===== src/rtl/alu_pkg.sv =====
// -----------------------------------------------------------------------------
// alu_pkg
// Shared definitions for the EX-stage execution unit (alu_exec) and the ALU
// control decoder that produces its 6-bit operation codes.
//   OP_*     : operation codes understood by alu_exec
//   state_e  : alu_exec control FSM states (ST_MUL exists only with ALU_MUL_EN)
// -----------------------------------------------------------------------------
package alu_pkg;

  localparam logic [5:0] OP_ADD = 6'd27;
  localparam logic [5:0] OP_SUB = 6'd28;
  localparam logic [5:0] OP_AND = 6'd29;
  localparam logic [5:0] OP_OR  = 6'd30;
  localparam logic [5:0] OP_SLT = 6'd31;
  localparam logic [5:0] OP_MUL = 6'd32;

  typedef enum logic [0:0] {
    ST_IDLE = 1'b0,
    ST_MUL  = 1'b1
  } state_e;

endpackage : alu_pkg


===== src/rtl/alu_exec_if.sv =====
// -----------------------------------------------------------------------------
// alu_exec_if
// Operation/result bundle between the EX-stage operand muxes and alu_exec.
//   op_valid, operation, src_a, src_b : request, driven by the master
//   op_ready                           : unit can accept a request this cycle
//   res_valid, result, zero, illegal   : one-cycle result pulse and its data
// Modports: master (issuing side), slave (alu_exec).
// -----------------------------------------------------------------------------
interface alu_exec_if #(
  parameter int WIDTH = 32
);

  logic             op_valid;
  logic             op_ready;
  logic [5:0]       operation;
  logic [WIDTH-1:0] src_a;
  logic [WIDTH-1:0] src_b;
  logic             res_valid;
  logic [WIDTH-1:0] result;
  logic             zero;
  logic             illegal;

  modport master (
    output op_valid, operation, src_a, src_b,
    input  op_ready, res_valid, result, zero, illegal
  );

  modport slave (
    input  op_valid, operation, src_a, src_b,
    output op_ready, res_valid, result, zero, illegal
  );

endinterface : alu_exec_if


===== src/rtl/alu_mul_seq.sv =====
// -----------------------------------------------------------------------------
// alu_mul_seq
// Shift-add multiplier producing the low WIDTH bits of the unsigned product of
// a and b in WIDTH iterations, one per clock.
//   clk, rst : clock, asynchronous active-high reset (aborts a running multiply)
//   start    : latch a/b and begin; ignored-safe only when not busy
//   a, b     : multiplicand, multiplier (sampled only with start)
//   done     : high in the cycle whose rising edge completes the last iteration
//   product  : final product, valid while done is high
// -----------------------------------------------------------------------------
module alu_mul_seq #(
  parameter int WIDTH = 32
) (
  input  logic             clk,
  input  logic             rst,
  input  logic             start,
  input  logic [WIDTH-1:0] a,
  input  logic [WIDTH-1:0] b,
  output logic             done,
  output logic [WIDTH-1:0] product
);

  localparam int CNT_W = (WIDTH > 1) ? $clog2(WIDTH) : 1;
  localparam logic [CNT_W-1:0] LAST_ITER = CNT_W'(WIDTH - 1);

  logic             busy_q;
  logic [CNT_W-1:0] cnt_q;
  logic [WIDTH-1:0] mcand_q;
  logic [WIDTH-1:0] mplier_q;
  logic [WIDTH-1:0] acc_q;
  logic [WIDTH-1:0] acc_d;

  // Accumulator after the current iteration; on the last iteration this is
  // the finished product, so the top can register it at the same edge.
  assign acc_d   = mplier_q[0] ? (acc_q + mcand_q) : acc_q;
  assign done    = busy_q && (cnt_q == LAST_ITER);
  assign product = acc_d;

  // NOTE: sequential state uses non-blocking assignments so every register
  // samples pre-edge values; blocking here would chain updates within a cycle.
  always_ff @(posedge clk or posedge rst) begin
    if (rst) begin
      busy_q   <= 1'b0;
      cnt_q    <= '0;
      mcand_q  <= '0;
      mplier_q <= '0;
      acc_q    <= '0;
    end else if (start) begin
      busy_q   <= 1'b1;
      cnt_q    <= '0;
      mcand_q  <= a;
      mplier_q <= b;
      acc_q    <= '0;
    end else if (busy_q) begin
      acc_q    <= acc_d;
      mcand_q  <= mcand_q << 1;
      mplier_q <= mplier_q >> 1;
      if (cnt_q == LAST_ITER) begin
        busy_q <= 1'b0;
        cnt_q  <= '0;
      end else begin
        cnt_q  <= cnt_q + 1'b1;
      end
    end
  end

endmodule : alu_mul_seq


===== src/rtl/alu_exec.sv =====
// -----------------------------------------------------------------------------
// alu_exec
// Registered EX-stage execution unit. ADD/SUB/AND/OR/SLT complete with one
// registered cycle of latency; MUL (only with `ALU_MUL_EN defined) runs a
// WIDTH-cycle shift-add sequence during which op_ready is low. Unsupported
// codes return result=0, zero=1, illegal=1 with single-cycle timing.
//   clk  : clock, rising edge
//   rst  : asynchronous active-high reset
//   bus  : alu_exec_if.slave (op_valid/op_ready/operation/src_a/src_b in,
//          res_valid/result/zero/illegal out)
// Configuration macro: ALU_MUL_EN (compiles in the MUL state and multiplier;
// without it op 32 is unsupported and op_ready is tied high).
// -----------------------------------------------------------------------------
module alu_exec
  import alu_pkg::*;
#(
  parameter int WIDTH = 32
) (
  input  logic     clk,
  input  logic     rst,
  alu_exec_if.slave bus
);

  logic             accept;
  logic [WIDTH-1:0] single_res;
  logic             single_ok;

  logic             res_valid_q, res_valid_d;
  logic [WIDTH-1:0] result_q,    result_d;
  logic             zero_q,      zero_d;
  logic             illegal_q,   illegal_d;

  assign accept = bus.op_valid && bus.op_ready;

  // Single-cycle datapath; single_ok drops for any code it does not handle,
  // which is what flags the op as illegal (MUL is caught before this is used).
  // NOTE: every variable written in an always_comb gets a default first so
  // no path leaves it unassigned and no latch is inferred.
  always_comb begin
    single_res = '0;
    single_ok  = 1'b1;
    case (bus.operation)
      OP_ADD:  single_res = bus.src_a + bus.src_b;
      OP_SUB:  single_res = bus.src_a - bus.src_b;
      OP_AND:  single_res = bus.src_a & bus.src_b;
      OP_OR:   single_res = bus.src_a | bus.src_b;
      OP_SLT:  single_res = {{(WIDTH-1){1'b0}},
                             ($signed(bus.src_a) < $signed(bus.src_b))};
      default: single_ok  = 1'b0;
    endcase
  end

`ifdef ALU_MUL_EN
  state_e           state_q, state_d;
  logic             mul_start;
  logic             mul_done;
  logic [WIDTH-1:0] mul_product;

  alu_mul_seq #(
    .WIDTH (WIDTH)
  ) u_mul_seq (
    .clk     (clk),
    .rst     (rst),
    .start   (mul_start),
    .a       (bus.src_a),
    .b       (bus.src_b),
    .done    (mul_done),
    .product (mul_product)
  );

  assign bus.op_ready = (state_q == ST_IDLE);

  always_comb begin
    state_d     = state_q;
    mul_start   = 1'b0;
    res_valid_d = 1'b0;
    result_d    = result_q;
    zero_d      = zero_q;
    illegal_d   = illegal_q;
    case (state_q)
      ST_IDLE: begin
        if (accept) begin
          if (bus.operation == OP_MUL) begin
            mul_start = 1'b1;
            state_d   = ST_MUL;
          end else begin
            res_valid_d = 1'b1;
            result_d    = single_res;
            zero_d      = (single_res == '0);
            illegal_d   = ~single_ok;
          end
        end
      end
      ST_MUL: begin
        if (mul_done) begin
          state_d     = ST_IDLE;
          res_valid_d = 1'b1;
          result_d    = mul_product;
          zero_d      = (mul_product == '0);
          illegal_d   = 1'b0;
        end
      end
      default: state_d = ST_IDLE;
    endcase
  end

  always_ff @(posedge clk or posedge rst) begin
    if (rst) begin
      state_q <= ST_IDLE;
    end else begin
      state_q <= state_d;
    end
  end
`else
  assign bus.op_ready = 1'b1;

  // Without the multiplier, op 32 falls into the unsupported path above.
  always_comb begin
    res_valid_d = 1'b0;
    result_d    = result_q;
    zero_d      = zero_q;
    illegal_d   = illegal_q;
    if (accept) begin
      res_valid_d = 1'b1;
      result_d    = single_res;
      zero_d      = (single_res == '0);
      illegal_d   = ~single_ok;
    end
  end
`endif

  // Result registers hold their value between pulses; only res_valid clears.
  always_ff @(posedge clk or posedge rst) begin
    if (rst) begin
      res_valid_q <= 1'b0;
      result_q    <= '0;
      zero_q      <= 1'b0;
      illegal_q   <= 1'b0;
    end else begin
      res_valid_q <= res_valid_d;
      result_q    <= result_d;
      zero_q      <= zero_d;
      illegal_q   <= illegal_d;
    end
  end

  assign bus.res_valid = res_valid_q;
  assign bus.result    = result_q;
  assign bus.zero      = zero_q;
  assign bus.illegal   = illegal_q;

endmodule : alu_exec


===== src/flat_wrapper.sv =====
// flat-port wrapper written by rule: the top's interface ports become plain ports
module alu_exec_flat import alu_pkg::*;
#(
  parameter int WIDTH = 32
)
  (clk, rst, bus_op_valid, bus_operation, bus_src_a, bus_src_b, bus_op_ready, bus_res_valid, bus_result, bus_zero, bus_illegal);
  alu_exec_if #(.WIDTH(WIDTH)) bus_i ();
  input  logic clk;
  input  logic rst;
  input wire logic [$bits(bus_i.op_valid)-1:0] bus_op_valid;
  input wire logic [$bits(bus_i.operation)-1:0] bus_operation;
  input wire logic [$bits(bus_i.src_a)-1:0] bus_src_a;
  input wire logic [$bits(bus_i.src_b)-1:0] bus_src_b;
  output wire logic [$bits(bus_i.op_ready)-1:0] bus_op_ready;
  output wire logic [$bits(bus_i.res_valid)-1:0] bus_res_valid;
  output wire logic [$bits(bus_i.result)-1:0] bus_result;
  output wire logic [$bits(bus_i.zero)-1:0] bus_zero;
  output wire logic [$bits(bus_i.illegal)-1:0] bus_illegal;
  assign bus_i.op_valid = bus_op_valid;
  assign bus_i.operation = bus_operation;
  assign bus_i.src_a = bus_src_a;
  assign bus_i.src_b = bus_src_b;
  assign bus_op_ready = bus_i.op_ready;
  assign bus_res_valid = bus_i.res_valid;
  assign bus_result = bus_i.result;
  assign bus_zero = bus_i.zero;
  assign bus_illegal = bus_i.illegal;
  alu_exec #(.WIDTH(WIDTH)) u_core (.clk(clk), .rst(rst), .bus(bus_i));
endmodule

===== config.mk =====
export PLATFORM = sky130hd
export DESIGN_NAME = alu_exec_flat
export DESIGN_NICKNAME = d
export VERILOG_FILES = /design/src/rtl/alu_pkg.sv /design/src/rtl/alu_exec_if.sv /design/src/rtl/alu_mul_seq.sv /design/src/rtl/alu_exec.sv /design/src/flat_wrapper.sv
export SDC_FILE = /design/constraint.sdc
export NUM_CORES = 1
export LEC_CHECK = 0
export ABC_AREA = 1
export BUFFER_PORTS_ARGS = -buffer_cell sky130_fd_sc_hd__buf_2
export CORE_MARGIN = 1.5
export CORE_UTILIZATION = 61
export DETAILED_ROUTE_END_ITERATION = 8
export PLACE_DENSITY = 0.84
export SLEW_MARGIN = 20
export SYNTH_ARGS = -nofsm -noshare
export SYNTH_HDL_FRONTEND = slang
export SYNTH_SLANG_ARGS = --single-unit

===== constraint.sdc =====
create_clock -name clk -period 1.43 [get_ports clk]
set_clock_uncertainty 0.2 [all_clocks]
set_input_delay 0.143 -clock clk [delete_from_list [all_inputs] [get_ports clk]]
set_output_delay 0.143 -clock clk [all_outputs]
set_load 0.02 [all_outputs]

==> results of run 1 <==
## metrics by stage
stage	setup WS (ns)	setup TNS (ns)
after detailed placement	-1.18	-29.08
after floorplan	-0.666	-9.70
after global placement	-1.07	-26.24
## cell usage after synthesis
| library cell | n |
|---|---|
| fa_1 | 2 |
| a21oi_1 | 70 |
| buf_2 | 25 |
| nor3_2 | 2 |
| o21ai_1 | 1 |
| clkbuf_1 | 10 |
| nor2_1 | 170 |
| nand3b_1 | 2 |
| buf_4 | 6 |
| inv_1 | 293 |
| nor3_1 | 12 |
| a21oi_2 | 1 |
| nor2_2 | 16 |
| o211ai_1 | 1 |
| nand2_2 | 6 |
| nor4_1 | 2 |
| a31oi_1 | 1 |
| or2_2 | 1 |
| dfrtp_1 | 35 |
| xnor2_1 | 1 |
| a21o_1 | 2 |
| and2_1 | 2 |
| a221oi_1 | 1 |
| nand4_1 | 22 |
| inv_2 | 3 |
| nand3_1 | 154 |
| ha_1 | 104 |
| o21ai_0 | 24 |
| buf_6 | 5 |
| nor2_4 | 1 |
| conb_1 | 1 |
| o21a_1 | 1 |
| o21bai_1 | 4 |
| nand2_1 | 534 |
## kinds of logic after synthesis
logic type | synth area share
fa+ha+maj | 0.168
other cells | 0.000469
compound gates | 0.0700
simple gates | 0.479
buf+inv | 0.172
xor+xnor | 0.00110
flops | 0.110
==> results.md, run 1 <==
- Status: aborted with a tool error
- Failing step: clock tree synthesis (4_1_cts)
- Tool Error: [ERROR DPL-0038] Utilization greater than 100%, impossible to legalize
- Postcts setup bufs: 37
- Chip height: between 100 and 150 um
- Synthesized Nets: around 1700
- Clk buf depth: 2
- IO Port Bufs: approximately 110
- Cell accounting for the most synthesized area: nand2_1
- Post-DP Area: about 0.011 mm^2
- CTS buffer count: 5
- CTS HTree Levels: 2
- Synth warn: 0
- Placed cell count: between 2000 and 2500
- Seq/Total Area, Yosys: 0.110
- Top Ports: roughly 110
- Synth top area share: 0.251
- Root buffer cell: clkbuf_16
- Post-cts resize count: roughly 350
- Post-DP HPWL: between 20 and 30 mm
- Clock sinks: 35
- Top cells by area, synth: nand2_1, ha_1, inv_1
- #FFs+latches synth: 35
- Syn Std Cell Area: ~0.0080 mm^2
- Hold buffers post-CTS: 1
- Initial Utilization: 0.628
- Syn Area/Cell: about 5.3 um^2
- Placer Congestion: roughly 1.1
- Number of distinct library cells after synthesis: 34
- Chip width: 117 um
- Synth Instances: 1515
- Core Rows: 41
==> run 2: changes to the inputs <==
--- a/config.mk
+++ b/config.mk
@@ -8,9 +8,9 @@
 export ABC_AREA = 1
 export BUFFER_PORTS_ARGS = -buffer_cell sky130_fd_sc_hd__buf_2
 export CORE_MARGIN = 1.5
-export CORE_UTILIZATION = 61
+export CORE_UTILIZATION = 40
 export DETAILED_ROUTE_END_ITERATION = 8
-export PLACE_DENSITY = 0.84
+export PLACE_DENSITY_LB_ADDON = 0.15
 export SLEW_MARGIN = 20
 export SYNTH_ARGS = -nofsm -noshare
 export SYNTH_HDL_FRONTEND = slang
==> results.md, run 2 <==
- Hold_ws: approximately 0.085 ns
- Power Density: around 480 mW/mm^2
- Root buffer cell: clkbuf_16
- Chip height: 144 um
- Synth Instances: approximately 1500
- Clk_lat worst skew: between 0.2 and 0.3 ns
- Placer Congestion: between 0.9 and 1
- Top Ports: 109
- Clock period minus worst slack: 2.28 ns
- Seq/Total Area, Yosys: 0.110
- Cell accounting for the most synthesized area: nand2_1
- Post-DR wirelength/cell: roughly 16 um
- Most frequent cells in the layout: nand2_1, buf_4, inv_1
- Synth top cells by count: nand2_1, inv_1, nor2_1
- Synthesized Nets: between 1500 and 2000
- Syn Std Cell Area: about 0.008 mm^2
- CTS buffer count: 5
- Most frequent cell after synthesis: nand2_1
- Clock transition at path regs: about 0.05 ns
- Crit path launch type: input port
- Vias in the first global route: between 10000 and 15000
- Ys flop type: dfrtp_1
- ANT cells: 0
- F_max: approximately 440 MHz
- Die ar.: between 0.02 and 0.025 mm^2
- DR vias: roughly 11000
- CTS HTree Levels: 2
- Nets@finish: 2156
- Clock sinks: 35
- CP Max Fanout: 3
- Synth warn: 0
- GRT Util Overall: 0.324
- Post-DP Area: between 0.01 and 0.015 mm^2
- Finished Cell Area: around 0.015 mm^2
- Antenna-violating nets left: 0
- Drt pass-1 iters: 5
- Critical path arrival: approximately 2.3 ns
- Worst setup margin: -0.852 ns
- Setup CP Type: input port to flip-flop
- Initial Utilization: 0.409
- IO Port Bufs: around 110
- Critical Path Sink Type: flip-flop
- Pin count of the biggest net entering global routing: 44
- Async SR Flop Fraction: 1.00
- Post-DP HPWL: about 28 mm
- Crit-path slowest cell: fa_2
- Violations in the final reports: negative setup slack
- Setup-failing EPs final: 33
- First-pass GRT wire length: roughly 52 mm
- Most common cell after layout, fill and taps aside: nand2_1
- Placement Setup Slack: -1.26 ns
- DRC: 0
- Critical-path cell list: buf_8 -> clkinvlp_4 -> buf_6 -> fa_2 -> inv_4 -> nand2_4 -> nand2_4 -> nand2_4 -> inv_2 -> nand2_2 -> nand3_4 -> nand2_1 -> nand3_1 -> nand2_1 -> nor2_2 -> nand2_1 -> nor2_2 -> nand3_2 -> nor2_1 -> nand3_1 -> nand2_1
- Core ar.: 0.0195 mm^2
- Core Rows: just over 50
- Number of distinct library cells after synthesis: 34
- Via density: ~5
- CP max stage delay: about 0.42 ns
- Unrepaired setup endpoints after global routing: true
- CTS tree: built
- Clk buf depth: 2
- Area grow syn2layout: 82.6%
- Hold Crit Class: input port to flip-flop
- Post-synth EDFFs: 0
- Top cells by area, synth: nand2_1, ha_1, inv_1
- #FFs+latches synth: 35
- Worst EP required: ~1.5 ns
- Final-report max-slew violation count: 0
- Status: complete, but fails checks
- Synth top area share: 0.251
- Final hold viol count: 0
- Layout cell share with drive strength beyond 1: 0.518
- Final design utilization: 0.747
- VDD IR max: 0.353 mV
- Congestion Overflow GR: 0
- Syn Area/Cell: between 5 and 6 um^2
- Drt initial violations: ~820
- Chip width: 144 um
- FILL cells: 1615
- Final Routed Wirelength: between 30 and 40 mm
- Max-cap viol count: 0
- Period Utilization, post-route: 1.60
- Number of flip-flops under the largest register name: 32
- Worst path most repeated cell: nand2_1
- Leakage: 8.11 nW
- Initial antenna violation count: 0
==> run 2: worst paths after layout <==
kind,from,endpoint,slack [ns],depth (start not counted)
setup / recovery,bus_src_a[1],u_core.bus.zero,-0.85,21
hold / removal,bus_op_valid,u_core.bus.result[1],0.09,4
setup reg to reg,u_core.bus.result[22],u_core.bus.result[22],0.58,2
hold reg to reg,u_core.bus.result[7],u_core.bus.result[7],0.27,2
max in group asynchronous,rst,u_core.bus.result[4],0.40,4
min in group asynchronous,rst,u_core.bus.result[26],0.31,4
==> run 2: metrics by stage <==
step	setup TNS, ns	cells	power (mW)
6_report	-16.76	2242	7.06
5_1_grt	-19.86	2242	7.47
4_1_cts	-14.98	2227	6.57
3_5_place_dp	-30.22	2181	4.91
3_3_place_gp	-29.52	2181	4.88
2_1_floorplan	-9.70	1515	3.22
==> run 2: layout make-up <==
type                       count  area [um^2]  area share
inverter                     296         1190      0.0816
clock buffer                   6          139     0.00952
timing repair buffer         501         4010       0.275
tap                          265          332      0.0227
sequential                    35          876      0.0600
multi-input combinational   1138         8040       0.551
clock inverter                 1         5.00    0.000343
==> run 2: metal layers <==
metal / part of all wire / wire [um] / up-vias / track usage
met5: 0 / 0 / - / 0
met4: 0.024 / 857 / 0 / 0.0893
met3: 0.064 / 2240 / 73 / 0.0301
met2: 0.46 / 16300 / 408 / 0.545
met1: 0.45 / 15800 / 5185 / 0.439
li1: - / - / 5528 / -
==> run 2: worst max-delay path: cells and delay by family <==
| kind | cells | cell delay [ns] |
|---|---|---|
| AND/OR/NAND/NOR | 15 | 1.24 |
| buffers and inverters | 5 | 0.47 |
| adder cells (fa/ha/maj) | 1 | 0.42 |
==> run 2: report_power, final <==
| part | switching [mW] | internal [mW] |
|---|---|---|
| Clock | 0.370 | 0.678 |
| Sequential | 0.0220 | 1.03 |
| Combinational | 2.77 | 2.19 |
==> run 2: cells by family after synthesis <==
logic type	count (synthesis)	synth area share
buffers and inverters	342	0.172
AOI/OAI and AO/OA	106	0.0700
and+or+nand+nor	924	0.479
other	1	0.000469
adders and majority gates	106	0.168
xor gates and xnor gates	1	0.00110
DFF	35	0.110
==> run 2: timing repair <==
action | 4_1_cts | 5_1_grt
endpoints found under the setup margin | 33 | 33
cloned | 0 | 0
resized for setup | 331 | 209
hold buffers | 1 | 0
hold endpoints to repair | 35 | 0
pin swaps | 137 | 133
buffers inserted | 41 | 23
Note: power is estimated with default switching activity, not from simulation.
==> run 3: changes to the inputs <==
--- a/config.mk
+++ b/config.mk
@@ -7,8 +7,10 @@
 export LEC_CHECK = 0
 export ABC_AREA = 1
 export BUFFER_PORTS_ARGS = -buffer_cell sky130_fd_sc_hd__buf_2
+export CELL_PAD_IN_SITES_DETAIL_PLACEMENT = 1
+export CELL_PAD_IN_SITES_GLOBAL_PLACEMENT = 2
 export CORE_MARGIN = 1.5
-export CORE_UTILIZATION = 40
+export CORE_UTILIZATION = 30
 export DETAILED_ROUTE_END_ITERATION = 8
 export PLACE_DENSITY_LB_ADDON = 0.15
 export SLEW_MARGIN = 20
==> results.md, run 3 (synthesized netlist as in run 2, its figures left out) <==
- Pin count of the biggest net entering global routing: 36
- Setup CP Type: input port to flip-flop
- Highest Signal Layer: met5
- Drt pass-1 iters: 7
- Most common cell after layout, fill and taps aside: nand2_1
- Core Rows: ~60
- F_max: ~400 MHz
- Post-DR wirelength/cell: about 20 um
- Met2 wire len: around 23 mm
- Number of flip-flops under the largest register name: 32
- Nets@finish: approximately 2200
- Placer Congestion: just over 0.9
- Post-DP HPWL: around 33 mm
- Unrepaired setup endpoints after global routing: true
- M1 WL: approximately 19 mm
- Clock transition at path regs: around 0.06 ns
- Drt initial violations: 769
- Layout cell share with drive strength beyond 1: 0.558
- DRC: 25
- Critical path arrival: 2.53 ns
- CTS tree: built
- Status: complete, but fails checks
- Most frequent cells in the layout: nand2_1, buf_4, inv_1
- Worst slew margin: 0.621
- Chip width: approximately 170 um
- Worst setup margin: -1.07 ns
- Area grow syn2layout: 93.6%
- IO Port Bufs: between 100 and 150
- Clk_lat worst skew: about 0.28 ns
- Setup-failing EPs final: 33
- Initial Utilization: 0.306
- Hold Crit Class: input port to flip-flop
- Final Instance Count excl. Fillers: around 2300
- Congestion Overflow GR: 0
- Clock sinks: 35
- Leakage: 8.50 nW
- VDD IR max: 0.389 mV
- Clk buf depth: 2
- Chip height: roughly 170 um
- ANT cells: 0
- Antenna-violating nets left: 0
- GRT Util Overall: 0.292
- Root buffer cell: clkbuf_16
- Final design utilization: 0.592
- DR vias: ~12000
- Placed cell count: about 2300
- Met3 Wirelength: 2.75 mm
- Worst Max-Slew Pin Slew: ~0.57 ns
- Placement Setup Slack: -1.34 ns
- CTS HTree Levels: 2
- Die ar.: between 0.02 and 0.03 mm^2
- Max-cap viol count: 0
- Final hold viol count: 0
- Final-report max-slew violation count: 0
- Crit path launch type: input port
- Final Routed Wirelength: 46.4 mm
- Violations in the final reports: design-rule violations, negative setup slack
- Worst EP required: 1.45 ns
- Via density: roughly 5
- Initial antenna violation count: 1
- Clock period minus worst slack: 2.50 ns
- CP Max Fanout: 7
- CTS buffer count: 5
- Critical Path Sink Type: flip-flop
- Power Density: between 500 and 600 mW/mm^2
- First-pass GRT wire length: ~64 mm
- Vias in the first global route: 11778
- Period Utilization, post-route: 1.75
- Setup TNS: -19.74 ns
- Top Ports: about 110
- Core ar.: roughly 0.026 mm^2
==> run 3: cell types whose count changed in the layout (fill, tap and decap cells not counted), moves of 9 or more <==
| cell | previous run | this run |
|---|---|---|
| nor2_4 | 40 | 51 |
| nand3_2 | 59 | 74 |
| nand2_4 | 47 | 61 |
| o21ai_2 | 5 | 14 |
| inv_1 | 204 | 192 |
| nand3_1 | 68 | 56 |
| nand2_2 | 113 | 128 |
| buf_6 | 59 | 87 |
| nand2_1 | 380 | 348 |
==> run 3: per-layer routing <==
layer | vias to the layer above | track usage
met1 | 5816 | 0.392
met4 | 2 | 0.0527
met5 | - | 0
met3 | 141 | 0.0176
met2 | 400 | 0.517
li1 | 5581 | -
==> run 3: worst paths after layout <==
kind,end,slack (ns),start,depth (start not counted)
max,u_core.bus.zero,-1.07,bus_src_a[7],20
min,u_core.bus.result[1],0.11,bus_op_valid,4
max reg2reg,u_core.bus.result[0],0.53,u_core.bus.result[0],2
min reg2reg,u_core.bus.result[6],0.27,u_core.bus.result[6],2
max in group asynchronous,u_core.bus.result[12],0.41,rst,4
min in group asynchronous,u_core.bus.result[20],0.30,rst,4
==> run 3: worst max-delay path: stages <==
cell,delay [ns]
buf_8,0.08
inv_4,0.03
ha_4,0.29
buf_12,0.15
nor2_4,0.16
nand2_4,0.08
nor2_1,0.16
nand2_1,0.14
nand3_2,0.13
nand2_2,0.07
nand3_2,0.09
nand2_2,0.07
nor2_4,0.12
buf_6,0.12
nand2_1,0.07
nor2_1,0.19
nand3_1,0.16
nor2_1,0.12
nand3_1,0.08
nand2_1,0.07
==> run 3: area by class of cell <==
cell class | instances | area, um^2
clock buffers | 5 | 125
flip-flops and latches | 35 | 876
fillers | 3375 | 10700
repair buffers | 525 | 4360
clock inverters | 3 | 47.5
inverters | 296 | 1210
well taps | 335 | 419
multi-input cells | 1138 | 8440
==> run 3: power by group <==
group	internal [mW]	leakage (nW)	switching, mW
Combinational	2.36	7.94	3.15
Clock	0.830	0.0844	0.437
Sequential	1.03	0.476	0.0258
==> run 3: repair_timing <==
item,CTS,global route
pin swaps,136,183
setup endpoints to repair,33,33
endpoints found under the hold margin,35,0
resized for setup,365,337
setup buffers,35,61
hold buffers,1,0
==> run 3: stage by stage <==
stage / cell area (um^2) / hold slack [ns] / total power, mW
3_3_place_gp: 12200 / 0.0528 / 4.94
2_1_floorplan: 8790 / -0.0256 / 3.22
4_1_cts: 13900 / 0.114 / 6.91
5_1_grt: 15500 / 0.129 / 8.24
6_report: 15500 / 0.114 / 7.84
3_5_place_dp: 12200 / 0.0600 / 5.05
